## config.mk

```make
export PLATFORM = sky130hd
export DESIGN_NAME = multiword_add_seq
export DESIGN_NICKNAME = d
export VERILOG_FILES = /design/src/rtl/multiword_add_seq.sv
export SDC_FILE = /design/constraint.sdc
export NUM_CORES = 1
export LEC_CHECK = 0
export ABC_CLOCK_PERIOD_IN_PS = 4820
export BUFFER_PORTS_ARGS = -buffer_cell sky130_fd_sc_hd__buf_2
export CAP_MARGIN = 20
export CORE_ASPECT_RATIO = 1.75
export CORE_UTILIZATION = 35
export CTS_CLUSTER_DIAMETER = 80
export CTS_CLUSTER_SIZE = 10
export DETAILED_ROUTE_END_ITERATION = 7
export SYNTH_ARGS = -nofsm -noshare
export SYNTH_HDL_FRONTEND = slang
export SYNTH_SLANG_ARGS = --single-unit
```

## constraint.sdc

```tcl
create_clock -name clk -period 4.82 [get_ports clk]
set_input_delay 0.482 -clock clk [delete_from_list [all_inputs] [get_ports clk]]
set_output_delay 0.482 -clock clk [all_outputs]
set_load 0.005 [all_outputs]
```

## src/rtl/multiword_add_seq.sv

```systemverilog
// Sequential multi-word adder/subtractor: one shared 16-bit prefix adder
// walks the operands one chunk per cycle, least significant chunk first.

module prefixadder16bit (
    input  logic [15:0] a,
    input  logic [15:0] b,
    input  logic        cin,
    output logic [15:0] sum,
    output logic        cout
);
    logic [15:0] p0;
    logic [15:0] g;
    logic [15:0] p;
    logic [15:0] gn;
    logic [15:0] pn;

    // Kogge-Stone prefix tree; cin is folded into the bit-0 generate
    always_comb begin
        p0 = a ^ b;
        g  = a & b;
        p  = p0;
        g[0] = g[0] | (p0[0] & cin);
        gn = g;
        pn = p;
        for (int d = 1; d < 16; d = d * 2) begin
            gn = g;
            pn = p;
            for (int i = d; i < 16; i++) begin
                gn[i] = g[i] | (p[i] & g[i-d]);
                pn[i] = p[i] & p[i-d];
            end
            g = gn;
            p = pn;
        end
    end

    assign sum  = p0 ^ {g[14:0], cin};
    assign cout = g[15];
endmodule

module multiword_add_seq #(
    parameter int NCHUNK = 4
) (
    input  logic                 clk,
    input  logic                 reset,
    input  logic                 in_valid,
    output logic                 in_ready,
    input  logic [16*NCHUNK-1:0] a,
    input  logic [16*NCHUNK-1:0] b,
    input  logic                 sub,
    input  logic                 cin,
    output logic                 out_valid,
    input  logic                 out_ready,
    output logic [16*NCHUNK-1:0] s,
    output logic                 cout,
    output logic                 ovf,
    output logic                 busy
);
    localparam int W  = 16 * NCHUNK;
    localparam int CW = $clog2(NCHUNK);
    localparam logic [CW-1:0] LAST = CW'(NCHUNK - 1);

    typedef enum logic [1:0] {
        IDLE = 2'd0,
        RUN  = 2'd1,
        DONE = 2'd2
    } state_t;

    state_t        state_q;
    logic [W-1:0]  a_q;
    logic [W-1:0]  b_q;
    logic [W-1:0]  s_q;
    logic [W-1:0]  s_d;
    logic [CW-1:0] cnt_q;
    logic          c_q;
    logic          cout_q;
    logic          ovf_q;

    logic [15:0]   a_ch;
    logic [15:0]   b_ch;
    logic [15:0]   sum_ch;
    logic          c_d;

    assign a_ch = a_q[{cnt_q, 4'b0} +: 16];
    assign b_ch = b_q[{cnt_q, 4'b0} +: 16];

    prefixadder16bit u_add (
        .a    (a_ch),
        .b    (b_ch),
        .cin  (c_q),
        .sum  (sum_ch),
        .cout (c_d)
    );

    always_comb begin
        s_d = s_q;
        s_d[{cnt_q, 4'b0} +: 16] = sum_ch;
    end

    always_ff @(posedge clk) begin
        if (reset) begin
            state_q <= IDLE;
            a_q     <= '0;
            b_q     <= '0;
            s_q     <= '0;
            cnt_q   <= '0;
            c_q     <= 1'b0;
            cout_q  <= 1'b0;
            ovf_q   <= 1'b0;
        end else begin
            unique case (state_q)
                IDLE: begin
                    if (in_valid) begin
                        a_q     <= a;
                        b_q     <= sub ? ~b : b;
                        cnt_q   <= '0;
                        c_q     <= cin ^ sub;
                        state_q <= RUN;
                    end
                end
                RUN: begin
                    s_q <= s_d;
                    c_q <= c_d;
                    if (cnt_q == LAST) begin
                        cout_q  <= c_d;
                        ovf_q   <= (a_q[W-1] == b_q[W-1]) &
                                   (sum_ch[15] != a_q[W-1]);
                        state_q <= DONE;
                    end else begin
                        cnt_q <= cnt_q + 1'b1;
                    end
                end
                DONE: begin
                    if (out_ready) state_q <= IDLE;
                end
                default: state_q <= IDLE;
            endcase
        end
    end

    assign in_ready  = (state_q == IDLE);
    assign out_valid = (state_q == DONE);
    assign busy      = (state_q != IDLE);
    assign s         = s_q;
    assign cout      = cout_q;
    assign ovf       = ovf_q;
endmodule

```

==> summary.md <==
| Metric | Value |
|---|---|
| Via/cell ratio | `5.17` |
| Ant diodes | `0` |
| Die Width | `123 um` |
| Met3 Use GR | `3.09%` |
| Pins over their slew limit | `0` |
| Top post-synthesis cells by area | `dfxtp_1 (44%), mux4_2 (8.0%), xnor2_1 (6.9%)` |
| Seq/Total Area, Yosys | `44.1%` |
| Compound-Gate Fraction of Synth Area | `18.5%` |
| WL per Instance | `16.8 um` |
| Sw Pwr | `1.07 mW` |
| GRT Residual Overflow | `0` |
| Mapped Area | `0.00903 mm^2` |
| Post-Synth Adder-Cell Area | `3.35%` |
| Post-Synthesis Cells | `995` |
| # DRC | `0` |
| Initial antenna violation count | `0` |
| Layout cells sized above 1 | `24.3%` |
| Final period util | `76.0%` |
| CP max FO | `7` |
| Hold Crit Depth | `3` |
| Largest family of logic cells by synthesized area | `compound AO/OA/AOI/OAI gates` |
| Syn nets | `1,152` |
| Drt first pass iters | `5` |
| Final hold vios | `0` |
| 1st-iter DRT viols | `465` |
| Leakage | `4.38 nW` |
| Row count | `77` |
| RSZ-0062 raised after global routing | `no` |
| Yosys reg bits | `199` |
| Antenna-violating nets left | `0` |
| Final setup viols | `0` |
| Final Net Count | `1,306` |
| Netlist cell types | `50` |
| Post-synthesis mux area share | `8.31%` |
| Min cycle time layout | `3660 ps` |
| Largest net degree at the start of global routing | `109` |
| CP Data Required Time | `5190 ps` |
| Die Area | `0.0265 mm^2` |
| Final WL | `24,800 um` |
| Vias in the first global route | `7,278` |
| Post-synth EDFFs | `0` |
| Hold_ws | `282 ps` |
| Max Freq | `273 MHz` |
| Largest buffer count on any clock path | `2` |
| Peak supply drop | `0.239 mV` |
| Core area | `0.0253 mm^2` |
| Clock power share | `38.3%` |
| Gr usage total | `19.3%` |
| CTS tree | `yes` |
| Global-route wire length before repair | `38,900 um` |
| Worst-path clk slew | `70 ps` |
| Post-synthesis simple-gate area fraction | `14.9%` |
| Combinational power share | `16.0%` |
| Seq pwr share | `45.7%` |
| Grt peak-use layer | `met2` |
| Top cell type's share of synthesized area | `44.1%` |
| Setup TNS | `0 ps` |
| Skew final | `14.9 ps` |
| Cell taking the most area after synthesis | `dfxtp_1` |
| Via count | `7,630` |
| Skew-Pair Late Insertion Delay | `440 ps` |
| Postcts setup bufs | `0` |
| Worst Tran Pin Value | `971 ps` |
| Ports | `203` |
| Met1 Usage GRT | `24.0%` |
| Relative slew slack | `35.3%` |
| Worst reg-to-reg path cell count | `11` |
| Quantity of I/O buffers inserted on ports | `202` |
| Sw Ratio | `27.5%` |
| Placer congestion estimate | `0.856` |
| Clk sinks | `199` |
| Predominant post-synthesis flop cell | `dfxtp_1` |
| Max-cap viol count | `0` |
| Xor/xnor share of the synthesized area | `7.08%` |
| Chip Height | `215 um` |
| CP Capture Type | `flop` |
| Pint | `2.83 mW` |
| Critical path class | `flop to flop` |
| CTS H-Tree Depth | `4` |
| Starting density of the core | `35.6%` |
| FFs w/ async S/R, synth | `0%` |
| Synthesis Warnings | `0` |
| Mean post-synth cell area | `9.08 um^2` |
| Global routing met2 resource utilization | `33.3%` |
| Outcome | `finished, final reports clean` |
| Power Density | `359 mW/mm^2` |
| Hold buffers post-CTS | `0` |
| P&R area growth vs syn | `20.2%` |
| Startpoint type of the worst setup path | `flop` |
| Worst Hold Class | `input pin to flop` |
| Root buffer cell | `clkbuf_16` |
| Post_cts resized | `0` |
| Post-DP HPWL | `18,300 um` |
| CP arrival | `4030 ps` |
| Fill cell count | `2,526` |
| CTS Buf Count | `17` |
per-stage QoR:
| step | area (um^2) | setup slack, ps | power, mW | std cells | utilization, % |
|---|---|---|---|---|---|
| after floorplan | 9030 | 574 | 2.23 | 995 | - |
| after global placement | 10200 | 1230 | 2.44 | 1446 | 40.4 |
| after detailed placement | 10200 | 1180 | 2.45 | 1446 | 40.4 |
| after CTS | 10900 | 1140 | 3.93 | 1476 | 42.8 |
| after global routing | 10900 | 917 | 4.08 | 1476 | 42.8 |
| final | 10900 | 1160 | 3.90 | 1476 | 42.8 |
synth_stat cells (all sizes together), types with 13 or more instances:
library cell,number
dfxtp,199
nand3,15
ha,21
a211oi,66
nand2,146
inv,13
nor2,134
a22oi,40
clkbuf,59
xnor2,71
buf,18
a21oi,91
mux4,32
critical path: stages, from the launching register on:
cell and delay [ps]:
dfxtp_2 490, mux4_2 560, fa_1 450, inv_1 100
fa_1 270, nor2b_4 60, o31a_1 320, o41ai_4 500
or4b_1 500, o211ai_2 120, a22oi_1 120, nor2_1 120
registers in the layout, indices dropped and copies added (netlist names):
name,flops
cout,1
a_q,64
s,64
ovf,1
cnt_q,2
state_q,2
c_q,1
b_q,64
area by class of cell:
cell class / count / area (um^2) / area share (%)
timing repair buffer: 212 / 1110 / 10.2
tap: 316 / 395 / 3.64
sequential: 199 / 3990 / 36.7
clock inverter: 12 / 168 / 1.54
inverter: 13 / 48.8 / 0.450
multi-input combinational: 706 / 4710 / 43.4
clock buffer: 18 / 439 / 4.05
path summary, 6_finish.rpt:
kind	slack (ps)	endpoint	from
worst max-delay path	1160	s[26]	cnt_q[0]
worst min-delay path	280	a_q[28]	a[28]
worst max register to register	1160	s[26]	cnt_q[0]
worst min register to register	450	a_q[32]	a_q[32]
layer usage:
layer	vias up	wire [um]
met5	-	0
met4	0	399
met3	23	1230
met2	239	12700
met1	3552	10500
li1	3816	-
power groups by stage:
stage          Sequential, mW  Clock, mW  Combinational, mW
2_1_floorplan            1.80          0              0.435
3_3_place_gp             1.82          0              0.617
3_5_place_dp             1.82          0              0.626
4_1_cts                  1.78       1.52              0.627
5_1_grt                  1.79       1.60              0.690
6_report                 1.78       1.49              0.622
kinds of logic (layout without fill, tap and decap cells):
| kind of cell | Yosys count | in the layout |
|---|---|---|
| AOI/OAI and AO/OA | 248 | 248 |
| xor gates and xnor gates | 73 | 73 |
| adders and majority gates | 23 | 23 |
| buffers and inverters | 90 | 255 |
| DFF | 199 | 199 |
| muxes | 35 | 35 |
| and+or+nand+nor | 327 | 327 |
cells in the final DEF (no fill, tap or decap), types with 6 or more instances in the layout:
cell and instances:
a21o_1 6, nand2_1 145, ha_1 21, a211oi_1 66
buf_4 10, nor2_1 134, inv_1 13, xnor2_1 71
nor2b_1 6, dfxtp_1 197, mux4_2 32, a22o_1 9
buf_2 200, clkbuf_16 17, a21oi_1 91, o21a_1 6
a22oi_1 40, nand3_1 15
Power figures use the tool's default switching activity.
